### config.mk
export PLATFORM = sky130hd
export DESIGN_NAME = learn_mode_tutor_flat
export DESIGN_NICKNAME = d
export VERILOG_FILES = /design/src/rtl/learn_mode_tutor_if.sv /design/src/rtl/learn_mode_tutor.sv /design/src/flat_wrapper.sv
export SDC_FILE = /design/constraint.sdc
export NUM_CORES = 1
export LEC_CHECK = 0
export CAP_MARGIN = 10
export CORE_MARGIN = 2
export CORE_UTILIZATION = 47
export DETAILED_ROUTE_END_ITERATION = 12
export MAX_ROUTING_LAYER = met4
export PLACE_DENSITY = 0.88
export SETUP_SLACK_MARGIN = 0.2
export SYNTH_ARGS = -nofsm -noshare
export SYNTH_HDL_FRONTEND = slang
export SYNTH_SLANG_ARGS = --single-unit
### constraint.sdc
create_clock -name clk -period 6.2 [get_ports clk]
set_input_delay 0.93 -clock clk [delete_from_list [all_inputs] [get_ports clk]]
set_output_delay 0.93 -clock clk [all_outputs]
set_load 0.1 [all_outputs]
### src/rtl/learn_mode_tutor_if.sv
// Handshake and data bundle between the learn-mode tutor, song memory, key inputs and display.
// master drives keys/memory data/commands; slave is the tutor itself.
interface learn_mode_tutor_if #(
  parameter int NUM_KEYS = 8,
  parameter int OCT_W    = 2,
  parameter int CNT_W    = 8
);
  logic                      start;
  logic                      abort;
  logic [NUM_KEYS-1:0]       buts;
  logic [OCT_W-1:0]          octave;
  logic [NUM_KEYS+OCT_W-1:0] note_in;
  logic                      note_last;
  logic                      read_en;
  logic                      hit;
  logic                      miss;
  logic                      busy;
  logic                      done;
  logic [CNT_W-1:0]          hit_cnt;
  logic [CNT_W-1:0]          miss_cnt;
  logic [CNT_W-1:0]          wrong_cnt;

  modport master (
    output start, abort, buts, octave, note_in, note_last,
    input  read_en, hit, miss, busy, done, hit_cnt, miss_cnt, wrong_cnt
  );

  modport slave (
    input  start, abort, buts, octave, note_in, note_last,
    output read_en, hit, miss, busy, done, hit_cnt, miss_cnt, wrong_cnt
  );
endinterface

### src/rtl/learn_mode_tutor.sv
// Learn-mode controller: walks a song note by note, scores hits/misses/wrong presses.
// Optional per-note timeout and miss statistics are built when LEARN_TIMEOUT_EN is defined.
module learn_mode_tutor #(
  parameter int NUM_KEYS    = 8,
  parameter int OCT_W       = 2,
  parameter int CNT_W       = 8,
  parameter int TIMEOUT_CYC = 100_000_000
) (
  input  logic               clk,
  input  logic               rst_n,
  learn_mode_tutor_if.slave  bus
);
  localparam int NW = NUM_KEYS + OCT_W;

  if (TIMEOUT_CYC < 2) begin : g_bad_timeout
    $error("learn_mode_tutor: TIMEOUT_CYC must be at least 2");
  end

  typedef enum logic [2:0] {S_IDLE, S_FETCH, S_LOAD, S_ARM, S_LISTEN, S_DONE} state_t;

  state_t            state, nxt;
  logic [NW-1:0]     key_word;
  logic              rest_note, match, decide_en, clear_cnt;
  logic              hit_p0, wrong_p0, hit_p1, miss_p1, buts_zero_p1;
  logic [CNT_W-1:0]  hit_cnt_r, wrong_cnt_r;

  function automatic logic [CNT_W-1:0] sat_inc(input logic [CNT_W-1:0] v);
    return (&v) ? v : v + CNT_W'(1);
  endfunction

  // Pressed keys rearranged into memory order (key 0 in the MSB) followed by the octave.
  always_comb begin
    key_word = '0;
    for (int i = 0; i < NUM_KEYS; i++) key_word[NW-1-i] = bus.buts[i];
    key_word[OCT_W-1:0] = bus.octave;
  end

  assign rest_note = (bus.note_in[NW-1:OCT_W] == '0);
  assign match     = rest_note ? (bus.buts == '0) : (key_word == bus.note_in);
  // While a hit/miss pulse is showing the note is already decided.
  assign decide_en = (state == S_LISTEN) && !(hit_p1 || miss_p1) && !bus.abort;
  assign hit_p0    = decide_en && match;
  assign wrong_p0  = decide_en && !match && (bus.buts != '0) && buts_zero_p1;
  assign clear_cnt = !bus.abort && bus.start && ((state == S_IDLE) || (state == S_DONE));

  always_ff @(posedge clk or negedge rst_n) begin
    if (!rst_n) state <= S_IDLE;
    else        state <= nxt;
  end

  always_comb begin
    nxt = state;
    if (bus.abort) nxt = S_IDLE;
    else begin
      case (state)
        S_IDLE:   if (bus.start) nxt = S_FETCH;
        S_FETCH:  nxt = S_LOAD;
        S_LOAD:   nxt = bus.note_last ? S_DONE : S_ARM;
        S_ARM:    if (bus.buts == '0) nxt = S_LISTEN;
        S_LISTEN: if (hit_p1 || miss_p1) nxt = S_FETCH;
        S_DONE:   if (bus.start) nxt = S_FETCH;
        default:  nxt = S_IDLE;
      endcase
    end
  end

  always_comb begin
    bus.read_en = (state == S_FETCH) && !bus.abort;
    bus.busy    = (state != S_IDLE) && (state != S_DONE);
    bus.done    = (state == S_DONE);
  end

  // ---- decision stage -> registered pulses and statistics ----
  always_ff @(posedge clk or negedge rst_n) begin
    if (!rst_n) begin
      hit_p1       <= 1'b0;
      buts_zero_p1 <= 1'b1;
      hit_cnt_r    <= '0;
      wrong_cnt_r  <= '0;
    end else begin
      hit_p1       <= hit_p0;
      buts_zero_p1 <= (bus.buts == '0);
      if (clear_cnt) begin
        hit_cnt_r   <= '0;
        wrong_cnt_r <= '0;
      end else begin
        if (hit_p0)   hit_cnt_r   <= sat_inc(hit_cnt_r);
        if (wrong_p0) wrong_cnt_r <= sat_inc(wrong_cnt_r);
      end
    end
  end

`ifdef LEARN_TIMEOUT_EN
  localparam int TMR_W = $clog2(TIMEOUT_CYC);

  logic [TMR_W-1:0] tmr;
  logic             tmr_last, miss_p0;
  logic [CNT_W-1:0] miss_cnt_r;

  assign tmr_last = (tmr == TMR_W'(TIMEOUT_CYC - 1));
  // A match in the final timeout cycle wins over the miss.
  assign miss_p0  = decide_en && !match && tmr_last;

  always_ff @(posedge clk or negedge rst_n) begin
    if (!rst_n) begin
      tmr        <= '0;
      miss_p1    <= 1'b0;
      miss_cnt_r <= '0;
    end else begin
      miss_p1 <= miss_p0;
      if (state != S_LISTEN) tmr <= '0;
      else if (!tmr_last)    tmr <= tmr + TMR_W'(1);
      if (clear_cnt)    miss_cnt_r <= '0;
      else if (miss_p0) miss_cnt_r <= sat_inc(miss_cnt_r);
    end
  end

  assign bus.miss     = miss_p1;
  assign bus.miss_cnt = miss_cnt_r;
`else
  assign miss_p1      = 1'b0;
  assign bus.miss     = 1'b0;
  assign bus.miss_cnt = '0;
`endif

  assign bus.hit       = hit_p1;
  assign bus.hit_cnt   = hit_cnt_r;
  assign bus.wrong_cnt = wrong_cnt_r;
endmodule

### src/flat_wrapper.sv
// flat-port wrapper written by rule: the top's interface ports become plain ports
module learn_mode_tutor_flat 
#(
  parameter int NUM_KEYS    = 8,
  parameter int OCT_W       = 2,
  parameter int CNT_W       = 8,
  parameter int TIMEOUT_CYC = 100_000_000
)
  (clk, rst_n, bus_start, bus_abort, bus_buts, bus_octave, bus_note_in, bus_note_last, bus_read_en, bus_hit, bus_miss, bus_busy, bus_done, bus_hit_cnt, bus_miss_cnt, bus_wrong_cnt);
  learn_mode_tutor_if #(.NUM_KEYS(NUM_KEYS), .OCT_W(OCT_W), .CNT_W(CNT_W)) bus_i ();
  input  logic clk;
  input  logic rst_n;
  input wire logic [$bits(bus_i.start)-1:0] bus_start;
  input wire logic [$bits(bus_i.abort)-1:0] bus_abort;
  input wire logic [$bits(bus_i.buts)-1:0] bus_buts;
  input wire logic [$bits(bus_i.octave)-1:0] bus_octave;
  input wire logic [$bits(bus_i.note_in)-1:0] bus_note_in;
  input wire logic [$bits(bus_i.note_last)-1:0] bus_note_last;
  output wire logic [$bits(bus_i.read_en)-1:0] bus_read_en;
  output wire logic [$bits(bus_i.hit)-1:0] bus_hit;
  output wire logic [$bits(bus_i.miss)-1:0] bus_miss;
  output wire logic [$bits(bus_i.busy)-1:0] bus_busy;
  output wire logic [$bits(bus_i.done)-1:0] bus_done;
  output wire logic [$bits(bus_i.hit_cnt)-1:0] bus_hit_cnt;
  output wire logic [$bits(bus_i.miss_cnt)-1:0] bus_miss_cnt;
  output wire logic [$bits(bus_i.wrong_cnt)-1:0] bus_wrong_cnt;
  assign bus_i.start = bus_start;
  assign bus_i.abort = bus_abort;
  assign bus_i.buts = bus_buts;
  assign bus_i.octave = bus_octave;
  assign bus_i.note_in = bus_note_in;
  assign bus_i.note_last = bus_note_last;
  assign bus_read_en = bus_i.read_en;
  assign bus_hit = bus_i.hit;
  assign bus_miss = bus_i.miss;
  assign bus_busy = bus_i.busy;
  assign bus_done = bus_i.done;
  assign bus_hit_cnt = bus_i.hit_cnt;
  assign bus_miss_cnt = bus_i.miss_cnt;
  assign bus_wrong_cnt = bus_i.wrong_cnt;
  learn_mode_tutor #(.NUM_KEYS(NUM_KEYS), .OCT_W(OCT_W), .CNT_W(CNT_W), .TIMEOUT_CYC(TIMEOUT_CYC)) u_core (.clk(clk), .rst_n(rst_n), .bus(bus_i));
endmodule
Word-level counts from Yosys, hierarchy flattened. Cells that the tools add are included.

Register bits after elaboration: 21. Input port bits: 25. Output and inout bits: 29. Logic and storage cells: 59.

$add $sub $neg: 2. Equality and inequality tests: 12. Muxes and demuxes: 13. Reduce and logical (&&, ||, !) cells: 27.

Operators by type and width (count): two-way mux 8 bit (6); adder 8 x 1 -> 8 bit (second input constant) (2); zero test 8 bit (2); AND reduction 8 bit (2); two-way mux 3 bit (5); one-hot mux 3 bit (5 select lines) (1); equality test 10 bit (1); logical AND 1 bit (10); nonzero test 8 bit (1); equality test 3 x 2 -> 1 bit (second input constant) (2); equality test 3 bit (second input constant) (2); != test 3 x 2 -> 1 bit (second input constant) (2); != test 2 x 1 -> 1 bit (second input constant) (2); AND reduction 2 bit (2); nonzero test 2 bit (2); equality test 3 x 1 -> 1 bit (second input constant) (1); zero test 1 bit (3); zero test 3 bit (1); != test 3 x 1 -> 1 bit (second input constant) (1); != test 3 bit (second input constant) (1); AND reduction 3 bit (1); nonzero test 3 bit (1); OR reduction 2 bit (1); logical OR 1 bit (1); two-way mux 1 bit (1).

Logic depth before layout (Yosys ltp). Gate-level depths: netlist of run 1.

Depth in word-level cells: 8. Depth in mapped cells: 8. Mapped depth without buffers: 7.

Worst setup path after synthesis of run 1. OpenSTA, ideal clock, no wires.

Path kind: input to output. Start: input bus_abort. End: output bus_read_en. Data arrival time: 4.081 ns. Data required time: 5.270 ns. Setup slack: 1.189 ns. Cell stages on the path: 1. Path buffers: 0. Cell sequence: nor4b_1.

Cells in the longest elaborated chain, start to end: 2.

RTL lines: from (decl) (line flat_wrapper.sv:14) `input wire logic [$bits(bus_i.abort)-1:0] bus_abort;`; zero test 1 bit (line learn_mode_tutor.sv:68) `bus.read_en = (state == S_FETCH) && !bus.abort;`; logical AND 1 bit (line learn_mode_tutor.sv:68); to (decl) (line flat_wrapper.sv:19) `output wire logic [$bits(bus_i.read_en)-1:0] bus_read_en;`.

Every way passes these cells.

Worst setup path in the final report of run 1. Same ends and word-level chain as after synthesis.

==> results of run 1 <==
sequential cells by signal, summed over array words and instances (netlist names):
name and count:
u_core.bus.wrong_cnt 8, u_core.buts_zero_p1 1, u_core.bus.hit 1, u_core.state 3
u_core.bus.hit_cnt 8
cells by family after synthesis:
group,count (synthesis)
adders and majority gates,2
other,1
xor gates and xnor gates,20
and+or+nand+nor,60
muxes,1
AOI/OAI and AO/OA,23
buffers and inverters,17
DFF,21
worst register-to-register path: cells and delay by family (launching register included):
| kind | cells | cell delay, ns |
|---|---|---|
| simple gates | 3 | 0.89 |
| compound gates | 3 | 0.73 |
| flops | 1 | 0.49 |
cells in the mapped netlist (3+ instances only):
library cell / instances
nor2_1: 17
nand3_1: 6
clkbuf_1: 3
buf_4: 10
or4_1: 4
a21oi_1: 5
xor2_1: 13
nand2_1: 5
dfrtp_1: 20
a41o_1: 3
xnor2_1: 7
and3_1: 3
o21ai_0: 6
inv_1: 3
and2_1: 3
power groups by stage:
stage               clock (mW)  combinational [mW]  sequential (mW)
floorplan                    0               0.137            0.149
global placement             0               0.160            0.159
detailed placement           0               0.164            0.161
CTS                     0.0676               0.164            0.158
global route            0.0717               0.172            0.162
finish                  0.0659               0.163            0.159
stage by stage:
stage	instance area (um2)	worst slack, ns	power [mW]
after floorplan	1420	1.19	0.286
after global placement	1810	2.43	0.319
after detailed placement	1810	2.37	0.325
after CTS	1840	2.38	0.390
after global routing	1840	2.35	0.405
final	1840	2.39	0.388
cell type report:
cell class,count,share of cell area (%)
Inverter,3,0.613
Tap cell,31,2.11
Sequential cell,21,28.7
Clock buffer,4,1.43
Timing Repair Buffer,44,24.0
Multi-Input combinational cell,115,43.1
routing by layer:
layer  track usage (%)  up-vias  part of all wire [%]  routed length (um)
met4              5.65        0                  0.93                  31
met1              23.8      578                    42                1400
met3              3.08        4                   7.2                 239
li1                  -      587                     -                   -
met2              35.5       45                    50                1670
met5                 -        -                     0                   0
final timing paths:
| path | from | end | slack (ns) | cells after the start |
|---|---|---|---|---|
| hold reg to reg | u_core.bus.wrong_cnt[7] | u_core.bus.wrong_cnt[7] | 0.59 | 2 |
| min in group asynchronous | rst_n | u_core.bus.hit_cnt[4] | 1.14 | 1 |
| hold / removal | u_core.bus.wrong_cnt[7] | u_core.bus.wrong_cnt[7] | 0.59 | 2 |
| setup reg to reg | u_core.state[1] | u_core.bus.hit_cnt[5] | 3.99 | 6 |
| setup / recovery | bus_abort | bus_read_en | 2.39 | 3 |
| max in group asynchronous | rst_n | u_core.bus.wrong_cnt[7] | 4.49 | 1 |
==> reports/qor.yml, run 1 <==
dr.first_iter.drc_count: 15
dp.cells: 214
critPathMostFrequentCell: "clkdlybuf4s50_1"
regArea_um2: 527
initial_core_util_pct: 50.0
wire_per_inst_um: 15.3
max-cap-violations: 0
cpLargestDelayFamily: "buffers and inverters"
cts_tree: "built"
crit_fanout: 5
arrival_ns: 2.88
critPathKind: "in2out"
synth_top_family_by_area: "simple AND/OR/NAND/NOR gates"
cts_inserted_buffers: 3
fillCellCount: 233
sequentialPowerShare_pct: 40.9
slew_viol_final: 0
post-route-min-period_ns: 3.81
cts_sinks: 21
fin_nets: 215
core-area_um2: 2780
finalHoldWorstSlack_ns: 0.594
switchingPower_mw: 0.172
layout_common_cells: "clkdlybuf4s50_1 (44), dfrtp_1 (20), nor2_1 (17)"
fin_tns_setup_ns: 0
io_pins: 54
rsz0062_at_grt: "no"
slowest_delay_ns: 1.19
cpMaxStageDelayCell: "clkdlybuf4s50_1"
fmax_mhz: 263
grt_overflow_total: 0
max_slew_margin_pct: 34.9
leakage_nw: 0.745
num_vias: 1214
core.rowCount: 19
synth_compound_area_share_pct: 12.9
place_congestion: 0.807
worstMarginPinSlew_ns: 0.973
synth-edff-count: 0
die_w_um: 58.4
drcViolationCount: 0
synth-simple-area-share_pct: 26.6
hold_path_class: "reg2reg"
cp_cell_sequence: "clkdlybuf4s50_1 -> nor4b_1 -> clkdlybuf4s50_1"
startpoint_type: "input port"
crit_path_end_kind: "output pin"
dieArea_um2: 3410
postSynth.asyncResetShare_pct: 100
multiInputGateArea_um2: 792
htree_num_levels: 1
grt_pass1_wl_mm: 5.18
ant_nets: 0
comb_power_share_pct: 42.1
synth_mux_area_share_pct: 0.720
status: "finished, final reports clean"
area_delta_synth_final_pct: 32.0
first_pass_iters: 4
post_cts_resized: 0
diodes: 0
syn_inst: 145
ctsLongestPathBuffers: 2
critical_path_buf_inv_count: 2
synthAdderAreaFrac_pct: 1.80
synth_xor_area_share_pct: 12.6
drive_above_1_share_pct: 7.49
setup_viol: 0
vdd.ir_drop.worst_uv: 294
mostFrequentLayoutCell: "clkdlybuf4s50_1"
fin_cells: 218
cts_setup_buffers: 0
cts_root_buffer: "clkbuf_4"
finalCritPeriodShare_pct: 61.4
wirelength_mm: 3.34
die_h_um: 58.4
seq_area_frac_synth_pct: 37.9
synth_area_um2: 1390
synth_cell_types: 48
syn_avg_cell_area_um2: 9.59
synthTopCellsByArea: "dfrtp_1 (36%), xor2_1 (8.2%), buf_4 (5.4%), nor2_1 (4.6%), xnor2_1 (4.4%)"
p_int_mw: 0.215
grt_usage_pct: 20.2
worst_clock_skew_ns: 0.00179
grt_max_degree: 22
clk_pin_slew_ns: 0.11
first_global_vias: 1169
post-synth-top-area-fraction_pct: 36.0
via_per_inst: 5.57
antenna_found_initial: 0
power.density_nw_per_um2: 211
numPortBuffers: 44
hold_viol: 0
clk_latency_ns: 0.30
ys_seq_elements: 21
hpwlAfterDp_mm: 2.55
synth_top_area_cell: "dfrtp_1"
clkPwrFrac_pct: 17.0
worstPathRequired_ns: 5.27
postCtsHoldBufs: 0
postLayoutCoreUtil_pct: 66.0
synth_flop_cell: "dfrtp_1"
synth_warnings: 0
power.switching_fraction_pct: 44.4
(Power assumes the default switching activity.)
==> run 2, diff against run 1 <==
- CORE_UTILIZATION: 47 -> 39
- PLACE_DENSITY: 0.88 -> 0.79
- clock period: 6.2 -> 3.4 ns (I/O delays scaled with it)
==> run 2 against run 1 <==
  * Count of clock-buffer cells in the layout is the same
  * Hold slack is essentially flat
  * Combinational power grew 77%
  * Critical path type is now in2reg
  * Clock power grew 73%
  * Critical path depth grew 4
  * Non-clock buffer count is the same
  * Final area grew 0.95%
  * Highest routed layer unchanged
  * Utilization shrank 11 points
  * Cell count grew 6.9%
  * Sequential power grew 82%
==> reports/qor.yml, run 2 (synthesis results as in run 1) <==
via_per_inst: 5.04
cts_setup_buffers: 0
slew_viol_final: 0
die_h_um: 63.7
fin_tns_setup_ns: 0
numPortBuffers: 44
place_congestion: 0.834
slowest_delay_ns: 0.57
wire_per_inst_um: 12.7
fillCellCount: 307
ctsLongestPathBuffers: 2
core-area_um2: 3390
clk_pin_slew_ns: 0.11
regArea_um2: 527
final_area_um2: 1850
finalCritPeriodShare_pct: 78.0
dr.first_iter.drc_count: 20
cts_root_buffer: "clkbuf_4"
multiInputGateArea_um2: 798
cpMaxStageDelayCell: "or4_1"
cts_inserted_buffers: 3
dieArea_um2: 4060
leakage_nw: 0.752
num_vias: 1175
max_slew_margin_pct: 34.4
layout_common_cells: "clkdlybuf4s50_1 (41), dfrtp_1 (20), nor2_1 (17)"
first_pass_iters: 4
hold_viol: 0
initial_core_util_pct: 41.0
grt_usage_pct: 16.0
fmax_mhz: 377
cp_cell_sequence: "clkdlybuf4s50_1 -> or4_1 -> o211a_1 -> a32oi_4 -> nand2_2 -> or4_1 -> a21oi_1"
setup_viol: 0
mostFrequentLayoutCell: "clkdlybuf4s50_1"
crit_path_end_kind: "flip-flop"
power.density_nw_per_um2: 373
post-route-min-period_ns: 2.65
max-cap-violations: 0
postCtsHoldBufs: 0
worst_clock_skew_ns: 0.00794
worstPathRequired_ns: 3.61
diodes: 0
first_global_vias: 1192
core.rowCount: 21
rsz0062_at_grt: "no"
cts_sinks: 21
cpLargestDelayFamily: "simple AND/OR/NAND/NOR gates"
htree_num_levels: 1
critical_path_buf_inv_count: 1
hold_path_class: "reg2reg"
grt_pass1_wl_mm: 5.13
startpoint_type: "input port"
critPathMostFrequentCell: "or4_1"
wirelength_mm: 2.95
antenna_found_initial: 0
dpl_cell_area_um2: 1830
io_pins: 54
fin_nets: 215
arrival_ns: 2.86
post_cts_resized: 0
die_w_um: 63.7
cts_tree: "built"
clk_latency_ns: 0.29
drive_above_1_share_pct: 9.63
crit_fanout: 12
drcViolationCount: 0
worstMarginPinSlew_ns: 0.981
ant_nets: 0
grt_overflow_total: 0
hpwlAfterDp_mm: 2.30
critPathKind: "in2reg"
status: "finished, final reports clean"
vdd.ir_drop.worst_uv: 218
grt_max_degree: 22
area_delta_synth_final_pct: 33.3
==> run 2: cell count changes in the layout (fill, tap and decap cells not counted), sizes merged <==
| cell | delta |
|---|---|
| buf | +3 |
| clkdlybuf4s50 | -3 |
==> run 2: through the flow <==
step | utilization [%] | worst slack (ns) | total power [mW] | hold slack [ns] | std cells
finish | 54.7 | 0.747 | 0.692 | 0.594 | 233
global route | 54.7 | 0.677 | 0.729 | 0.648 | 233
CTS | 54.7 | 0.764 | 0.697 | 0.599 | 233
detailed placement | 53.9 | 0.452 | 0.585 | 0.558 | 229
global placement | 53.9 | 0.523 | 0.580 | 0.559 | 229
floorplan | - | 0.599 | 0.524 | 0.214 | 153
==> run 2: worst min-delay path, cell delays in order, from the launching register on <==
cell	delay (ns)
dfrtp_1	0.40
xor2_1	0.08
nor2_1	0.09
==> run 2: final cells by class <==
cell class / instances / area share (%)
Timing Repair Buffer: 44 / 23.4
Multi-Input combinational cell: 115 / 43.1
Clock buffer: 4 / 1.42
Inverter: 3 / 0.608
Sequential cell: 21 / 28.4
Tap cell: 46 / 3.11
==> run 2: worst paths after layout <==
path | start | cells past startpoint | end | slack [ns]
max in group asynchronous | rst_n | 1 | u_core.bus.wrong_cnt[6] | 2.12
max reg2reg | u_core.state[1] | 6 | u_core.bus.wrong_cnt[6] | 1.19
min in group asynchronous | rst_n | 1 | u_core.bus.wrong_cnt[2] | 0.72
max | bus_note_in[2] | 7 | u_core.bus.wrong_cnt[6] | 0.75
min | u_core.bus.wrong_cnt[7] | 2 | u_core.bus.wrong_cnt[7] | 0.59
min reg2reg | u_core.bus.wrong_cnt[7] | 2 | u_core.bus.wrong_cnt[7] | 0.59
==> run 2: routing by layer <==
metal	GRT usage (%)	share of wire, %	vias up
met3	2.68	5.4	4
li1	-	-	582
met5	-	0	-
met2	27.9	48	40
met4	3.26	0.51	0
met1	19.5	46	549
==> run 2: power by group <==
| part | switching [mW] | internal, mW |
|---|---|---|
| Combinational | 0.207 | 0.0827 |
| Sequential | 0.0274 | 0.261 |
| Clock | 0.0681 | 0.0455 |
